===== src/rtl/ctrl_decode_stage.sv =====
// ctrl_decode_stage: ID-stage control decoder with a registered ID/EX control word.
// Decodes {mode, op_code, S, I} into the execute control word. The ARM condition
// field is checked against NZCV. The result is latched with freeze/flush handling.
// A small down-counter squashes the slots in the shadow of a taken branch.
//
// Build option: define COND_CHECK_EN to evaluate cond against nzcv and latch a
// bubble on a failed condition. Without it, cond and nzcv are ignored and every
// instruction passes.
//
// CMD_W must be at least 4. The 4-bit command is zero-extended into exe_cmd.
module ctrl_decode_stage #(
  parameter int unsigned CMD_W     = 4,
  parameter int unsigned BR_SHADOW = 1
) (
  input  logic             clk,
  input  logic             rst_n,
  input  logic             in_valid,
  input  logic [3:0]       cond,
  input  logic [3:0]       op_code,
  input  logic [1:0]       mode,
  input  logic             s_in,
  input  logic             i_in,
  input  logic [3:0]       nzcv,
  input  logic             freeze,
  input  logic             flush,
  output logic             out_valid,
  output logic [CMD_W-1:0] exe_cmd,
  output logic             wb_en,
  output logic             mem_r_en,
  output logic             mem_w_en,
  output logic             b_out,
  output logic             s_out,
  output logic             undef
);

  // ALU command encodings
  localparam logic [3:0] CmdNop = 4'b0000;
  localparam logic [3:0] CmdMov = 4'b0001;
  localparam logic [3:0] CmdMvn = 4'b1001;
  localparam logic [3:0] CmdAdd = 4'b0010;
  localparam logic [3:0] CmdAdc = 4'b0011;
  localparam logic [3:0] CmdSub = 4'b0100;
  localparam logic [3:0] CmdSbc = 4'b0101;
  localparam logic [3:0] CmdAnd = 4'b0110;
  localparam logic [3:0] CmdOrr = 4'b0111;
  localparam logic [3:0] CmdEor = 4'b1000;

  // Instruction classes
  localparam logic [1:0] ModeData = 2'b00;
  localparam logic [1:0] ModeMem  = 2'b01;
  localparam logic [1:0] ModeBr   = 2'b10;

  localparam logic [1:0] ShadowLoad = BR_SHADOW[1:0];

  typedef struct packed {
    logic       valid;
    logic [3:0] cmd;
    logic       wb_en;
    logic       mem_r_en;
    logic       mem_w_en;
    logic       b;
    logic       s;
    logic       undef;
  } ctrl_t;

  localparam ctrl_t Bubble = '0;

  ctrl_t      dec;
  logic       dec_undef;
  logic       dec_branch;
  logic       cond_pass;
  ctrl_t      ctrl_d, ctrl_q;
  logic [1:0] sc_d, sc_q;

  // Combinational decode of the instruction fields into a control word
  always_comb begin
    dec        = Bubble;
    dec.valid  = 1'b1;
    dec_undef  = 1'b0;
    dec_branch = 1'b0;
    unique case (mode)
      ModeData: begin
        dec.wb_en = 1'b1;
        dec.s     = s_in;
        case (op_code)
          4'b1101: dec.cmd = CmdMov;
          4'b1111: dec.cmd = CmdMvn;
          4'b0100: dec.cmd = CmdAdd;
          4'b0101: dec.cmd = CmdAdc;
          4'b0010: dec.cmd = CmdSub;
          4'b0110: dec.cmd = CmdSbc;
          4'b0000: dec.cmd = CmdAnd;
          4'b1100: dec.cmd = CmdOrr;
          4'b0001: dec.cmd = CmdEor;
          4'b1010: begin
            // CMP: flags only
            dec.cmd   = CmdSub;
            dec.wb_en = 1'b0;
            dec.s     = 1'b1;
          end
          4'b1000: begin
            // TST: flags only
            dec.cmd   = CmdAnd;
            dec.wb_en = 1'b0;
            dec.s     = 1'b1;
          end
          default: dec_undef = 1'b1;
        endcase
      end
      ModeMem: begin
        if (op_code == 4'b0100) begin
          dec.cmd = CmdAdd;
          if (s_in) begin
            dec.wb_en    = 1'b1;
            dec.mem_r_en = 1'b1;
          end else begin
            dec.mem_w_en = 1'b1;
          end
        end else begin
          dec_undef = 1'b1;
        end
      end
      ModeBr: begin
        if (i_in) begin
          dec.b      = 1'b1;
          dec.cmd    = CmdNop;
          dec_branch = 1'b1;
        end else begin
          dec_undef = 1'b1;
        end
      end
      default: dec_undef = 1'b1;
    endcase

    if (dec_undef) begin
      dec       = Bubble;
      dec.valid = 1'b1;
      dec.undef = 1'b1;
    end
  end

`ifdef COND_CHECK_EN
  // ARM condition evaluation against {N,Z,C,V}
  always_comb begin
    logic n, z, c, v;
    {n, z, c, v} = nzcv;
    unique case (cond)
      4'b0000: cond_pass = z;
      4'b0001: cond_pass = !z;
      4'b0010: cond_pass = c;
      4'b0011: cond_pass = !c;
      4'b0100: cond_pass = n;
      4'b0101: cond_pass = !n;
      4'b0110: cond_pass = v;
      4'b0111: cond_pass = !v;
      4'b1000: cond_pass = c && !z;
      4'b1001: cond_pass = !c || z;
      4'b1010: cond_pass = (n == v);
      4'b1011: cond_pass = (n != v);
      4'b1100: cond_pass = !z && (n == v);
      4'b1101: cond_pass = z || (n != v);
      4'b1110: cond_pass = 1'b1;
      default: cond_pass = 1'b0;
    endcase
  end
`else
  logic unused_cond;
  assign unused_cond = ^{cond, nzcv};

  // Condition checking disabled: every instruction passes
  always_comb begin
    cond_pass = 1'b1;
  end
`endif

  // Next-state selection: flush > freeze > idle slot > shadow squash > cond fail > latch
  always_comb begin
    ctrl_d = ctrl_q;
    sc_d   = sc_q;
    if (flush) begin
      ctrl_d = Bubble;
      sc_d   = 2'd0;
    end else if (freeze) begin
      ctrl_d       = ctrl_q;
      ctrl_d.undef = 1'b0;
    end else if (!in_valid) begin
      ctrl_d = Bubble;
    end else if (sc_q != 2'd0) begin
      // Branch shadow: squash and consume one slot, even if this is a branch
      ctrl_d = Bubble;
      sc_d   = sc_q - 2'd1;
    end else if (!cond_pass) begin
      ctrl_d = Bubble;
    end else begin
      ctrl_d = dec;
      if (dec_branch) begin
        sc_d = ShadowLoad;
      end
    end
  end

  // ID/EX control register and shadow counter, synchronous active-low reset
  always_ff @(posedge clk) begin
    if (!rst_n) begin
      ctrl_q <= Bubble;
      sc_q   <= 2'd0;
    end else begin
      ctrl_q <= ctrl_d;
      sc_q   <= sc_d;
    end
  end

  // Registered outputs, command zero-extended to CMD_W
  always_comb begin
    exe_cmd      = '0;
    exe_cmd[3:0] = ctrl_q.cmd;
    out_valid    = ctrl_q.valid;
    wb_en        = ctrl_q.wb_en;
    mem_r_en     = ctrl_q.mem_r_en;
    mem_w_en     = ctrl_q.mem_w_en;
    b_out        = ctrl_q.b;
    s_out        = ctrl_q.s;
    undef        = ctrl_q.undef;
  end

endmodule


===== config.mk =====
export PLATFORM = sky130hd
export DESIGN_NAME = ctrl_decode_stage
export DESIGN_NICKNAME = d
export VERILOG_FILES = /design/src/rtl/ctrl_decode_stage.sv
export SDC_FILE = /design/constraint.sdc
export NUM_CORES = 1
export LEC_CHECK = 0
export CAP_MARGIN = 30
export CELL_PAD_IN_SITES_DETAIL_PLACEMENT = 0
export CELL_PAD_IN_SITES_GLOBAL_PLACEMENT = 2
export CORE_AREA = 5 5 64 66
export DETAILED_ROUTE_END_ITERATION = 8
export DIE_AREA = 0 0 69 71
export HOLD_SLACK_MARGIN = 0.15
export PLACE_DENSITY_LB_ADDON = 0.1
export SYNTH_ARGS = -nofsm -noshare
export SYNTH_HDL_FRONTEND = slang
export SYNTH_SLANG_ARGS = --single-unit

===== constraint.sdc =====
create_clock -name clk -period 2.6 [get_ports clk]
set_clock_uncertainty 0.1 [all_clocks]
set_input_delay 0.78 -clock clk [delete_from_list [all_inputs] [get_ports clk]]
set_output_delay 0.78 -clock clk [all_outputs]
set_load 0.1 [all_outputs]

==> results of run 1 <==
## power by group
part / switching, mW / leakage [nW] / total (mW) / internal, mW
combinational: 0.0466 / 0.249 / 0.0874 / 0.0408
sequential: 0.000698 / 0.105 / 0.201 / 0.201
clock: 0.0725 / 0.0150 / 0.132 / 0.0595
total: 0.120 / 0.368 / 0.421 / 0.301
## final timing paths
check / from / to / slack (ns) / cells after the start
setup / recovery: freeze / s_out$_SDFFE_PP0N_ / 0.22 / 5
hold / removal: sc_q[1]$_SDFFE_PP0P_ / sc_q[1]$_SDFFE_PP0P_ / 0.36 / 2
setup reg to reg: sc_q[0]$_SDFFE_PP0P_ / s_out$_SDFFE_PP0N_ / 0.85 / 4
hold reg to reg: sc_q[1]$_SDFFE_PP0P_ / sc_q[1]$_SDFFE_PP0P_ / 0.36 / 2
## registers in the layout, summed over array words and instances, names as in the netlist
register	count
out_valid	1
s_out	1
wb_en	1
sc_q	2
undef	1
mem_r_en	1
mem_w_en	1
exe_cmd	4
b_out	1
## layer usage
layer	wire, µm	share of wire, %
met2	893	43
met1	1010	49
met3	139	6.8
met4	18	0.87
met5	0	0
## layout by cell type (no fill, tap or decap)
cell type and instances:
buf_4 20, dfxtp_1 13, clkdlybuf4s50_1 12, nor2_1 9
nand2_1 7, a21oi_1 7, nand2b_1 5, o21ai_0 3
a22oi_1 3, clkbuf_4 3, nand3b_1 2, nand4b_1 2
nor3b_1 2, nor2b_1 2, nand3_1 2, or4b_1 1
nor3_1 1, or2_2 1, and3_1 1, nor2_2 1
o221ai_1 1, or4b_4 1, o22ai_1 1, xnor2_1 1
nor4b_4 1, a221oi_1 1, nand4_1 1, or3_1 1
a32oi_1 1, inv_1 1, o41ai_1 1, a211oi_1 1
o21ai_1 1, clkbuf_1 1
## per-stage QoR
stage | setup TNS (ns) | utilization (%) | hold slack, ns | instance area (µm²)
finish | 0 | 28.4 | 0.355 | 1000
floorplan | 0 | - | 0.315 | 683
global placement | -0.304 | 27.7 | 0.339 | 975
CTS | 0 | 28.4 | 0.359 | 1000
global route | 0 | 28.4 | 0.381 | 1000
detailed placement | -0.230 | 27.7 | 0.346 | 975
## final cells by class
class                           instances  share of cell area [%]
Inverter                                1                   0.375
Sequential cell                        13                    26.0
Tap cell                               48                    6.00
Clock buffer                            4                    2.63
Multi-Input combinational cell         61                    38.0
Timing Repair Buffer                   32                    27.0
## worst min-delay path, stage by stage (launching register included)
cell     delay (ns)
dfxtp_1        0.33
nand2_1        0.06
nor2_1         0.03
## cells by family (layout without fill, tap and decap cells)
family	Yosys count	after routing	share of synthesized area, %
buffers and inverters	8	37	6.23
AOI/OAI and AO/OA	20	20	18.5
DFF	13	13	38.1
and+or+nand+nor	40	40	35.9
xor gates and xnor gates	1	1	1.28
==> qor.csv, run 1 <==
metric,value,unit
Power Total,0.421,mW
Resized Gates After CTS,0,
pwr/cell area,420,nW/µm²
ys flop type,dfxtp_1,
Post-Syn Area,683,µm²
Max Slew Vio Count,0,
Yosys reg bits,13,
Max Buffers Root-to-Sink,2,
"slowest stage delay, CP",0.69,ns
actual slew at the worst max-slew pin,0.460,ns
Final HPWL DP,1540,µm
multi-input logic area,380,µm²
DR vias,688,
Final Hold Fails,0,
CTS tree,done,
WL/cell,12.9,µm
fraction of final layout cells with drive strength greater than 1,24.3,%
fmax,421,MHz
crit-path max FO,5,
Synth cell types,33,
most frequent cells after synthesis,"dfxtp_1 (13), nor2_1 (9), a21oi_1 (7), nand2_1 (7), nand2b_1 (5)",
# setup viols final,0,
share of the synthesized area in the top cell type,38.1,%
ranking of synthesized cells by area,"dfxtp_1 (38%), a21oi_1 (5.1%), nor2_1 (4.9%), nand2b_1 (4.6%), nand2_1 (3.8%)",
Pleak,0.368,nW
"antenna viol nets, final",0,
Layout fillers,421,
clock buffer count from CTS,3,
all-layer global routing usage,9.15,%
Nets,133,
drt initial violations,6,
status,completed,
CP top delay family,simple AND/OR/NAND/NOR gates,
CTS Root Cell,clkbuf_4,
Layout area overhead,46.5,%
Tmin final,2.38,ns
Hold Path Class,reg2reg,
drt pass-1 iters,4,
kind of end point of the critical path,flop,
met1 usage,11.8,%
number of global-route vias before repair,743,
CP Data Required Time,2.71,ns
yosys warns,0,
clock latency at the later pin of the worst-skew pair,0.28,ns
n_diodes,0,
WS Path Type,in2reg,
critical-path cell list,clkdlybuf4s50_1 -> or4b_1 -> nor2_2 -> o221ai_1 -> a21oi_1,
IO Port Bufs,23,
Post-synth ARST share,0,%
Top Usage Layer GRT,met2,
"EDFF count, synth",0,
Post-Syn Area per Cell,8.33,µm²
Core ar.,3520,µm²
Yosys top cell by area,dfxtp_1,
CP Buf/Inv Count,1,
Total Routed Length,2060,µm
DR vias/cell,4.33,
"CTS clk-pin slew, worst paths",0.09,ns
RSZ-0062 raised after global routing,no,
pre-CTS setup slack,-0.0661,ns
die height,71,µm
die width,69,µm
hold-fix buffers at CTS,0,
"Data arrival, critical path",2.48,ns
Num Clock Sinks,13,
max-cap violations,0,
Final Non-Filler Cells,159,
part of the cycle the worst path needs,91.4,%
num ports,32,
initial antenna violation count,0,
number of setup buffers added after CTS,0,
Overflow after GRT,0,
Max IR drop VDD,0.150,mV
row cnt,22,
Startpoint Class,input port,
CP max stage cell,or4b_1,
worst setup margin,0.223,ns
# placed instances,155,
first-pass GRT wire length,3580,µm
most common cell in the synthesized netlist,dfxtp_1,
routability-driven placement congestion ratio,0.688,
GR Util met3,3.13,%
Syn Inst Count,82,
GR Util met2,13.9,%
pin count of the biggest net entering global routing,12,
Slew HR,69.3,%
register area share after synthesis,38.1,%
die area,4900,µm²
Initial Utilization,19.4,%
Post-Syn Nets,103,
register area,260,µm²
# DRC,0,
H-Tree Depth,1,
No activity file was read; power rests on OpenSTA's default activity.
==> run 2: changes to the inputs <==
--- a/config.mk
+++ b/config.mk
@@ -8,11 +8,13 @@
 export CAP_MARGIN = 30
 export CELL_PAD_IN_SITES_DETAIL_PLACEMENT = 0
 export CELL_PAD_IN_SITES_GLOBAL_PLACEMENT = 2
-export CORE_AREA = 5 5 64 66
+export CORE_AREA = 5 5 53 55
 export DETAILED_ROUTE_END_ITERATION = 8
-export DIE_AREA = 0 0 69 71
+export DIE_AREA = 0 0 58 60
+export DONT_BUFFER_PORTS = 1
 export HOLD_SLACK_MARGIN = 0.15
 export PLACE_DENSITY_LB_ADDON = 0.1
+export RECOVER_POWER = 50
 export SYNTH_ARGS = -nofsm -noshare
 export SYNTH_HDL_FRONTEND = slang
 export SYNTH_SLANG_ARGS = --single-unit
==> qor.csv, run 2 (same netlist as run 1, synthesis figures left out) <==
metric,value,unit,change
max-cap violations,0,,unchanged
Sw Share,25.7,%,-2.8 points
DR vias,628,,-8.7%
internal power,0.276,mW,-8.4%
WL/cell,14.7,µm,+13%
# setup viols final,0,,unchanged
row cnt,18,,-18%
IO Port Bufs,0,,-100%
worst setup margin,0.641,ns,+0.418 ns
initial antenna violation count,0,,unchanged
WS Path Type,in2reg,,
Overflow after GRT,0,,unchanged
drt pass-1 iters,4,,unchanged
Core ar.,2340,µm²,-34%
n_diodes,0,,unchanged
all-layer global routing usage,10.7,%,+1.6 points
CTS Root Cell,clkbuf_4,,
sequential power share,54.2,%,+6.4 points
"Data arrival, critical path",2.06,ns,-0.42 ns
Nets,112,,-16%
routability-driven placement congestion ratio,0.724,,+5.3%
"antenna viol nets, final",0,,unchanged
hold-fix buffers at CTS,0,,unchanged
H-Tree Depth,1,,unchanged
fmax,510,MHz,+21%
Max Buffers Root-to-Sink,2,,unchanged
RSZ-0062 raised after global routing,no,,
pwr/cell area,482,nW/µm²,+15%
Pleak,0.272,nW,-26%
die area,3480,µm²,-29%
Hold Path Class,reg2reg,,
die width,58,µm,-16%
Power Total,0.371,mW,-12%
Startpoint Class,input port,,
drt initial violations,17,,+11
Total Routed Length,1760,µm,-14%
design area,769,µm²,-23%
pin count of the biggest net entering global routing,13,,+1
most frequent cells in the layout,"dfxtp_1 (13), nor2_1 (9), nand2_1 (7), a21oi_1 (7), clkbuf_2 (7)",,
num ports,32,,unchanged
Layout area overhead,12.6,%,
Layout fillers,290,,-31%
Comb power frac,11.5,%,-9.3 points
max reg flops,4,,unchanged
# placed instances,116,,-25%
CTS tree,done,,
Max Slew Vio Count,0,,unchanged
number of setup buffers added after CTS,0,,unchanged
Fin Setup TNS,0,ns,unchanged
Resized Gates After CTS,0,,unchanged
status,completed,,
# DRC,0,,unchanged
Max IR drop VDD,0.280,mV,+86%
CP Data Required Time,2.70,ns,about the same
"commonest non-fill, non-tap cell in the layout",dfxtp_1,,
Slew HR,62.6,%,-6.7 points
Final HPWL DP,1310,µm,-15%
Final Hold Fails,0,,unchanged
fraction of final layout cells with drive strength greater than 1,18.9,%,-5.4 points
number of global-route vias before repair,625,,-16%
kind of end point of the critical path,flop,,
clock buffer count from CTS,3,,unchanged
clock share of power,34.3,%,+2.9 points
Tmin final,1.96,ns,-0.418 ns
DR vias/cell,5.23,,+21%
pre-CTS setup slack,0.343,ns,+0.409 ns
Final Non-Filler Cells,120,,-25%
first-pass GRT wire length,2810,µm,-22%
Area after DPL,764,µm²,-22%
Initial Utilization,29.2,%,+9.8 points
Psw,0.0954,mW,-20%
"CTS clk-pin slew, worst paths",0.09,ns,about the same
part of the cycle the worst path needs,75.4,%,-16 points
clock latency at the later pin of the worst-skew pair,0.27,ns,about the same
crit-path max FO,12,,+7
actual slew at the worst max-slew pin,0.561,ns,+0.100 ns
Num Clock Sinks,13,,unchanged
die height,60,µm,-15%
run 2: layer usage:
layer,vias to the layer above,GRT usage [%],routed length [µm]
li1,311,-,-
met1,302,12.1,760
met2,13,18.5,886
met3,2,2.59,102
met4,0,5.96,13
met5,-,0,0
run 2: path summary, 6_finish.rpt:
kind                   startpoint                       to  slack [ns]  cells after the start
max                        freeze  exe_cmd[0]$_SDFFE_PP0N_        0.64                      4
min          sc_q[1]$_SDFFE_PP0P_     sc_q[1]$_SDFFE_PP0P_        0.35                      2
max reg2reg  sc_q[0]$_SDFFE_PP0P_  exe_cmd[0]$_SDFFE_PP0N_        0.83                      4
min reg2reg  sc_q[1]$_SDFFE_PP0P_     sc_q[1]$_SDFFE_PP0P_        0.35                      2
run 2: final cells by class:
class / instances / area (µm²) / area share (%)
multi-input combinational: 61 / 377 / 48.9
sequential: 13 / 260 / 33.8
timing repair buffer: 11 / 65.1 / 8.46
tap: 30 / 37.5 / 4.88
clock buffer: 4 / 26.3 / 3.41
inverter: 1 / 3.75 / 0.488
run 2: power groups by stage:
stage / Combinational (mW) / Sequential, mW / Clock, mW
after floorplan: 0.0373 / 0.217 / 0
after detailed placement: 0.0446 / 0.206 / 0
after CTS: 0.0449 / 0.201 / 0.135
after global routing: 0.0463 / 0.201 / 0.148
after global placement: 0.0449 / 0.206 / 0
final: 0.0427 / 0.201 / 0.127
run 2: stage by stage:
step	util [%]	hold slack, ns
4_1_cts	33.8	0.350
6_report	32.9	0.348
5_1_grt	32.9	0.387
3_5_place_dp	32.6	0.337
2_1_floorplan	-	0.315
3_3_place_gp	32.6	0.336
run 2: worst max-delay path: stages:
cell	delay (ns)
or4b_1	0.69
nor2_2	0.29
nand4_1	0.15
a21oi_1	0.15
